==> config.mk <==
export PLATFORM = sky130hd
export DESIGN_NAME = serial_rcs
export DESIGN_NICKNAME = d
export VERILOG_FILES = /design/src/rtl/serial_rcs.sv
export SDC_FILE = /design/constraint.sdc
export NUM_CORES = 1
export LEC_CHECK = 0
export CAP_MARGIN = 30
export CORE_MARGIN = 2
export CORE_UTILIZATION = 49
export DETAILED_ROUTE_END_ITERATION = 7
export GPL_ROUTABILITY_DRIVEN = 0
export PLACE_DENSITY = 0.77
export SLEW_MARGIN = 20
export SYNTH_ARGS = -nofsm -noshare
export SYNTH_HDL_FRONTEND = slang
export SYNTH_SLANG_ARGS = --single-unit
==> constraint.sdc <==
create_clock -name clk -period 1.5 [get_ports clk]
set_clock_uncertainty 0.2 [all_clocks]
set_input_delay 0.15 -clock clk [delete_from_list [all_inputs] [get_ports clk]]
set_output_delay 0.15 -clock clk [all_outputs]
set_load 0.005 [all_outputs]
==> src/rtl/serial_rcs.sv <==
// -----------------------------------------------------------------------------
// serial_rcs -- bit-serial ripple-borrow subtractor
//
// Purpose:
//   Computes diff = (a - b - bin) mod 2^WIDTH one bit per clock, LSB first.
//   It is the subtracting counterpart of the serial ripple-carry adder.
//   Operands are captured when start is accepted. WIDTH clock edges later the
//   result appears on diff/bout together with a one-cycle done pulse.
//
// Parameters:
//   WIDTH  operand/result width in bits (2..32), default 4
//
// Ports:
//   clk    in   rising-edge clock
//   rst    in   synchronous reset, active-high
//   start  in   request, sampled only while busy=0
//   a      in   [WIDTH] minuend, captured on accept
//   b      in   [WIDTH] subtrahend, captured on accept
//   bin    in   borrow-in, captured on accept
//   diff   out  [WIDTH] result, held until the next completion or reset
//   bout   out  borrow-out (a < b + bin, unsigned), held with diff
//   busy   out  high while a subtraction is in progress
//   done   out  one-cycle pulse, diff/bout valid
//   ovf    out  (only with SERIAL_RCS_OVF_EN) two's-complement overflow,
//               updated and held together with diff
//
// Optional feature macro: SERIAL_RCS_OVF_EN
// -----------------------------------------------------------------------------
module serial_rcs #(
    parameter int WIDTH = 4
) (
    input  logic             clk,
    input  logic             rst,
    input  logic             start,
    input  logic [WIDTH-1:0] a,
    input  logic [WIDTH-1:0] b,
    input  logic             bin,
    output logic [WIDTH-1:0] diff,
    output logic             bout,
    output logic             busy,
`ifdef SERIAL_RCS_OVF_EN
    output logic             ovf,
`endif
    output logic             done
);

    // Counter only has to count 0..WIDTH-1.
    localparam int CW = (WIDTH > 2) ? $clog2(WIDTH) : 1;
    localparam logic [CW-1:0] LAST_BIT = CW'(WIDTH - 1);

    typedef enum logic {
        S_IDLE = 1'b0,
        S_RUN  = 1'b1
    } state_t;

    state_t           r_state;
    logic [WIDTH-1:0] r_a;      // minuend shift register (shifts right)
    logic [WIDTH-1:0] r_b;      // subtrahend shift register (shifts right)
    logic [WIDTH-1:0] r_res;    // partial result, new bits enter at the MSB
    logic             r_br;     // running borrow
    logic [CW-1:0]    r_cnt;    // index of the bit processed on the next edge
    logic [WIDTH-1:0] r_diff;
    logic             r_bout;
    logic             r_busy;
    logic             r_done;
`ifdef SERIAL_RCS_OVF_EN
    logic             r_ovf;
`endif

    // Full subtractor on the current LSBs.
    logic w_x;
    logic w_y;
    logic w_d;
    logic w_brout;
    logic [WIDTH-1:0] w_res_next;

    assign w_x     = r_a[0];
    assign w_y     = r_b[0];
    assign w_d     = w_x ^ w_y ^ r_br;
    assign w_brout = (~w_x & w_y) | (~w_x & r_br) | (w_y & r_br);

    // After WIDTH shifts the first (LSB) result bit has reached position 0.
    assign w_res_next = {w_d, r_res[WIDTH-1:1]};

    always_ff @(posedge clk) begin
        if (rst) begin
            r_state <= S_IDLE;
            r_a     <= '0;
            r_b     <= '0;
            r_res   <= '0;
            r_br    <= 1'b0;
            r_cnt   <= '0;
            r_diff  <= '0;
            r_bout  <= 1'b0;
            r_busy  <= 1'b0;
            r_done  <= 1'b0;
`ifdef SERIAL_RCS_OVF_EN
            r_ovf   <= 1'b0;
`endif
        end else begin
            // done is a pulse: cleared every edge unless a completion sets it.
            r_done <= 1'b0;
            case (r_state)
                S_IDLE: begin
                    if (start) begin
                        r_a     <= a;
                        r_b     <= b;
                        r_br    <= bin;
                        r_res   <= '0;
                        r_cnt   <= '0;
                        r_busy  <= 1'b1;
                        r_state <= S_RUN;
                    end
                end
                S_RUN: begin
                    r_a   <= r_a >> 1;
                    r_b   <= r_b >> 1;
                    r_br  <= w_brout;
                    r_res <= w_res_next;
                    r_cnt <= r_cnt + 1'b1;
                    if (r_cnt == LAST_BIT) begin
                        r_diff  <= w_res_next;
                        r_bout  <= w_brout;
                        r_busy  <= 1'b0;
                        r_done  <= 1'b1;
                        r_state <= S_IDLE;
`ifdef SERIAL_RCS_OVF_EN
                        // On the last bit the LSBs are the operand sign bits and
                        // w_d is the result sign bit: overflow when the operand
                        // signs differ and the result sign differs from a's.
                        r_ovf   <= (w_x != w_y) && (w_d != w_x);
`endif
                    end
                end
                default: r_state <= S_IDLE;
            endcase
        end
    end

    assign diff = r_diff;
    assign bout = r_bout;
    assign busy = r_busy;
    assign done = r_done;
`ifdef SERIAL_RCS_OVF_EN
    assign ovf  = r_ovf;
`endif

endmodule

==> results of run 1 <==
==> flip-flops by register name (all words and copies together), names as in the netlist <==
register	flops
bout	1
r_cnt	2
r_res	3
diff	4
done	1
busy	1
r_b	4
r_state	1
r_a	4
r_br	1
==> kinds of logic (layout without fill, tap and decap cells) <==
family | count (synthesis) | count (layout) | share of synthesized area
AND/OR/NAND/NOR | 27 | 27 | 0.167
multiplexers | 9 | 9 | 0.0949
adder cells (fa/ha/maj) | 2 | 2 | 0.0343
AO/OA/AOI/OAI | 25 | 25 | 0.183
flip-flops | 22 | 22 | 0.464
buffers and inverters | 9 | 30 | 0.0567
==> worst max-delay path by stage <==
| stage | start | end | slack (ns) | depth (start not counted) |
|---|---|---|---|---|
| finish | r_a[0] | r_res[3] | 0.09 | 4 |
| CTS | diff[0] | diff[0] | 0.01 | 1 |
| global route | r_state | diff[3] | 0.001 | 3 |
| global placement | start | r_b[2] | -0.07 | 4 |
| detailed placement | start | r_b[0] | -0.13 | 4 |
| floorplan | r_a[0] | r_res[3] | 0.14 | 4 |
==> cells in the final DEF (no fill, tap or decap), drive strengths merged, types with 4 or more instances in the layout <==
| master | Yosys | layout |
|---|---|---|
| a211oi | 8 | 8 |
| a21bo | 5 | 5 |
| a21oi | 11 | 11 |
| buf | 5 | 7 |
| clkdlybuf4s50 | 0 | 11 |
| dfxtp | 22 | 22 |
| dlymetal6s2s | 0 | 7 |
| mux2i | 9 | 9 |
| nand2 | 4 | 4 |
| nand3 | 4 | 4 |
| nor2b | 7 | 7 |
| or3b | 5 | 5 |
==> timing repair <==
item | CTS | global route
setup buffers | 0 | 0
resized for setup | 1 | 11
pin swaps | 0 | 1
setup endpoints to repair | 1 | 11
==> worst register-to-register path, stage by stage (launching register included) <==
cell      delay (ns)
dfxtp_2         0.35
inv_1           0.05
fa_1            0.49
nand2b_1        0.16
a21oi_1         0.11
==> metal layers <==
metal,vias to the layer above,track usage,routed length (µm)
met5,-,0,0
li1,374,-,-
met1,332,0.228,826
met3,2,0.0340,58
met2,9,0.216,712
met4,0,0.0486,12
==> final cells by class <==
type	instances	area, µm²	area share
inverter	2	7.51	0.00612
clock buffer	3	22.5	0.0183
sequential	22	445	0.363
multi-input combinational	63	458	0.373
timing repair buffer	25	263	0.214
tap	25	31.3	0.0255
==> per-stage QoR <==
step	hold slack (ns)	power (mW)	cell area, µm²	worst slack, ns
5_1_grt	0.263	1.10	1230	0.00101
4_1_cts	0.277	1.05	1200	0.0103
6_report	0.272	1.03	1230	0.0867
3_5_place_dp	0.261	0.804	1180	-0.126
3_3_place_gp	0.251	0.800	1180	-0.0747
2_1_floorplan	0.0221	0.740	950	0.141
==> power groups by stage <==
stage	combinational (mW)	clock [mW]	sequential, mW
2_1_floorplan	0.0995	0	0.641
3_3_place_gp	0.153	0	0.648
3_5_place_dp	0.156	0	0.648
4_1_cts	0.157	0.256	0.635
5_1_grt	0.172	0.285	0.640
6_report	0.155	0.241	0.636
==> metrics.csv, run 1 <==
stage;metric;value;unit
outcome;outcome;completed;
critical_path;reg2reg_from;r_a[0];
critical_path;path_class;reg2reg;
synthesis;synth_cells;94;
critical_path;worstPathMaxFanout;2;
synthesis;synth_top_cells_by_count;22 x dfxtp_1, 11 x a21oi_1, 9 x mux2i_1, 8 x a211oi_1, 7 x nor2b_1;
global_route;grt_pass1_wl;2.48;mm
synthesis;synth_area;950;µm²
timing;final-setup-viol-count;0;
routing;vias_per_cell;5.12;
floorplanning;die_w;48.0;µm
timing;max_freq;708;MHz
critical_path;rrSetupSlack;0.09;ns
power;ir_drop;0.625;mV
power;internal_power;0.798;mW
floorplanning;coreArea;1780;µm²
floorplanning;die-height;48.0;µm
routing;wl;1.61;mm
floorplanning;start_util;0.533;
synthesis;avgSynthCellArea;10.1;µm²
power;pwr-share-seq;0.616;
routing;avgRoutedWirePerCell;11.5;µm
synthesis;synth_cell_types;20;
final_layout;drive_above_1_share;0.217;
power;p_leak;0.589;nW
routing;drt-initial-drc-count;4;
min_path;min_delay_path_depth;2;
cts;clkSinkCount;22;
routing;via_count;717;
synthesis;ys.flop_type;dfxtp_1;
synthesis;async_flop_share;0;
synthesis;yosysMostFrequentCell;dfxtp_1;
final_layout;fillers;144;
critical_path;regToRegEndpoint;r_res[3];
critical_path;crit_chain;inv_1 > fa_1 > nand2b_1 > a21oi_1;
critical_path;critPathLaunchType;flip-flop;
critical_path;cp.required;1.52;ns
power;sw_frac_of_total;0.227;
cts;clock-root-buffer;clkbuf_4;
final_layout;instances_no_fill;140;
min_path;hp-class;reg2reg;
power;clkPwrFrac;0.234;
min_path;holdPathEnd;r_res[1];
timing;hold_viol_final;0;
synthesis;yosysSeqAreaShare;0.464;
synthesis;ys_ff_latch;22;
critical_path;crit_buf_inv;1;
cts;insertion_delay;0.28;ns
cts;cts_tree;built;
final_layout;syn_to_final_growth;29.2;%
cts;holdBufCountCts;0;
min_path;hold_start;r_res[2];
cts;cts.reportedPaths.clkPinSlew;0.10;ns
timing;period_share;0.942;
critical_path;crit_path_end_kind;flip-flop;
final_layout;fin_util;0.688;
synthesis;synth_top_area_share;0.464;
cts;cts_buffers;3;
run;cap_violations;0;
critical_path;slowest_delay;0.49;ns
timing;fin_tns_setup;0;ns
critical_path;r2r_cells;4;
power;pwr-share-comb;0.150;
timing;finalMaxSlewViolations;0;
floorplanning;die_area;2310;µm²
routing;drcViolationCount;0;
global_route;grt_max_degree;23;
routing;first_pass_iters;3;
global_route;antenna_found_initial;0;
placement;placedCellCount;137;
final_layout;antenna_cells;0;
routing;drtAntennaViolNets;0;
floorplanning;rows;15;
synthesis;yosysWarnings;0;
timing;worstMarginPinSlew;0.389;ns
global_route;grt.overflow.total;0;
synthesis;synth_area_leaders;dfxtp_1 46%, mux2i_1 9.5%, a211oi_1 6.3%;
final_layout;final_nets;131;
timing;rsz0062_at_grt;false;
timing;max_slew_margin;0.740;
critical_path;slowest_stage;fa_1;
synthesis;synthesis.nets;108;
floorplanning;io_pins;19;
power;p_switching;0.234;mW
synthesis;synth_edf_count;0;
synthesis;synth_top_area_cell;dfxtp_1;
critical_path;critPathArrivalTime;1.44;ns
placement;portBuffers;18;
placement;hpwl;1.13;mm
critical_path;crit_family;adder cells;
cts;cts-htree-levels;1;
cts;cts_buffer_depth;2;
global_route;grt_usage;0.152;
timing;period_needed;1.41;ns
global_route;grt_pass1_vias;583;
power;p_per_area;841;nW/µm²
(Power assumes the default switching activity.)
==> run 2, diff against run 1 <==
Settings changed: PLACE_DENSITY 0.77 to 0.79.
==> run 2 against run 1 <==
- cell area is 0.10% higher
- worst hold slack worse by 0.023 ns
- clock power is 35% higher
- register-to-register slack hardly changed
- non-clock buffer count stayed put
- first-iteration DRC count is 50% higher
- cell count is 0.71% higher
- combinational power hardly changed
- global-route usage is 3.4 points higher
- die area stayed put
- critical endpoint is now diff[3]
- utilization is 0.070 points higher
==> metrics.csv, run 2 (synthesis gave the netlist of run 1 again) <==
stage;metric;value;unit
outcome;outcome;completed;
critical_path;slowest_stage;fa_1;
timing;period_share;0.940;
routing;drcViolationCount;0;
timing;finalMaxSlewViolations;0;
critical_path;rrSetupSlack;0.09;ns
global_route;antenna_found_initial;0;
cts;post_cts_buffers;0;
floorplanning;io_pins;19;
final_layout;final_nets;131;
final_layout;drive_above_1_share;0.259;
cts;cts_buffers;3;
cts;cts-htree-levels;1;
cts;cts_buffer_depth;2;
floorplanning;coreArea;1780;µm²
cts;holdBufCountCts;0;
timing;period_needed;1.41;ns
routing;vias_per_cell;5.31;
global_route;grt_usage;0.187;
routing;avgRoutedWirePerCell;12.7;µm
floorplanning;die-height;48.0;µm
global_route;grt_pass1_vias;671;
cts;cts.reportedPaths.clkPinSlew;0.12;ns
routing;wl;1.79;mm
timing;max_freq;710;MHz
timing;hold_viol_final;0;
final_layout;fillers;160;
floorplanning;die_w;48.0;µm
routing;drtAntennaViolNets;0;
placement;hpwl;1.26;mm
placement;portBuffers;18;
cts;clkSinkCount;22;
power;ir_drop;0.702;mV
timing;worstMarginPinSlew;0.235;ns
floorplanning;start_util;0.533;
critical_path;crit_path_end_kind;flip-flop;
final_layout;instances_no_fill;141;
critical_path;critPathArrivalTime;1.44;ns
power;p_per_area;912;nW/µm²
critical_path;slowest_delay;0.46;ns
final_layout;syn_to_final_growth;29.4;%
floorplanning;die_area;2310;µm²
final_layout;multiInputGateArea;459;µm²
routing;first_pass_iters;4;
power;p_leak;0.534;nW
global_route;grt_max_degree;23;
min_path;hp-class;in2reg;
timing;final-setup-viol-count;0;
final_layout;mostFrequentLayoutCell;dfxtp_1;
routing;drt-initial-drc-count;6;
run;cap_violations;0;
global_route;grt.overflow.total;0;
routing;via_count;749;
global_route;grt_pass1_wl;2.85;mm
final_layout;antenna_cells;0;
critical_path;cp.required;1.53;ns
critical_path;crit_chain;inv_1 > fa_1 > a311oi_1;
cts;clock-root-buffer;clkbuf_4;
critical_path;critPathLaunchType;flip-flop;
critical_path;worstPathMaxFanout;2;
timing;max_slew_margin;0.843;
critical_path;path_class;reg2reg;
cts;insertion_delay;0.31;ns
final_layout;layout.area.seq;450;µm²
placement;placedCellCount;137;
final_layout;final_cell_mix;14 x dfxtp_1, 11 x clkdlybuf4s50_1, 10 x a21oi_1;
cts;cts_tree;built;
timing;rsz0062_at_grt;false;
power;power;1.12;mW
floorplanning;rows;15;
-- run 2: repair_timing --
action                                  CTS  global route
cloned                                    0             0
pin swaps                                 0             1
gates resized for setup                  11             5
endpoints found under the setup margin    6             7
-- run 2: critical path: cells and delay by family (launching register included) --
| kind | cells | cell delay [ns] |
|---|---|---|
| AO/OA/AOI/OAI | 1 | 0.26 |
| adder cells (fa/ha/maj) | 1 | 0.46 |
| buffers and inverters | 1 | 0.05 |
| flip-flops | 1 | 0.35 |
-- run 2: per-stage QoR --
step,util,setup TNS [ns],instance area (µm²),hold WS (ns),worst slack [ns]
floorplan,-,0,950,0.0221,0.141
global placement,0.662,-0.329,1180,0.251,-0.0418
detailed placement,0.662,-0.526,1180,0.257,-0.110
CTS,0.683,0,1220,0.240,0.000981
global route,0.689,0,1230,0.292,0.0142
finish,0.689,0,1230,0.250,0.0906
-- run 2: layer usage --
layer,part of all wire,track usage
met1,0.45,0.211
met2,0.49,0.315
met3,0.037,0.0679
met4,0.021,0.0811
met5,0,0
-- run 2: area by class of cell --
class                           count  share of cell area
Tap cell                           25              0.0255
Sequential cell                    22               0.367
Multi-Input combinational cell     63               0.374
Inverter                            2             0.00611
Clock buffer                        4              0.0295
Timing Repair Buffer               25               0.199
-- run 2: final timing paths --
kind,from,to,cells past startpoint
setup reg to reg,r_a[0],diff[3],3
hold reg to reg,r_res[1],diff[0],2
setup / recovery,r_a[0],diff[3],3
hold / removal,a[3],r_a[3],3
-- run 2: report_power, final --
part	leakage, nW	internal, mW	switching [mW]	total, mW
sequential	0.183	0.615	0.0238	0.639
combinational	0.330	0.0902	0.0665	0.157
clock	0.0210	0.148	0.177	0.326
total	0.534	0.853	0.267	1.12
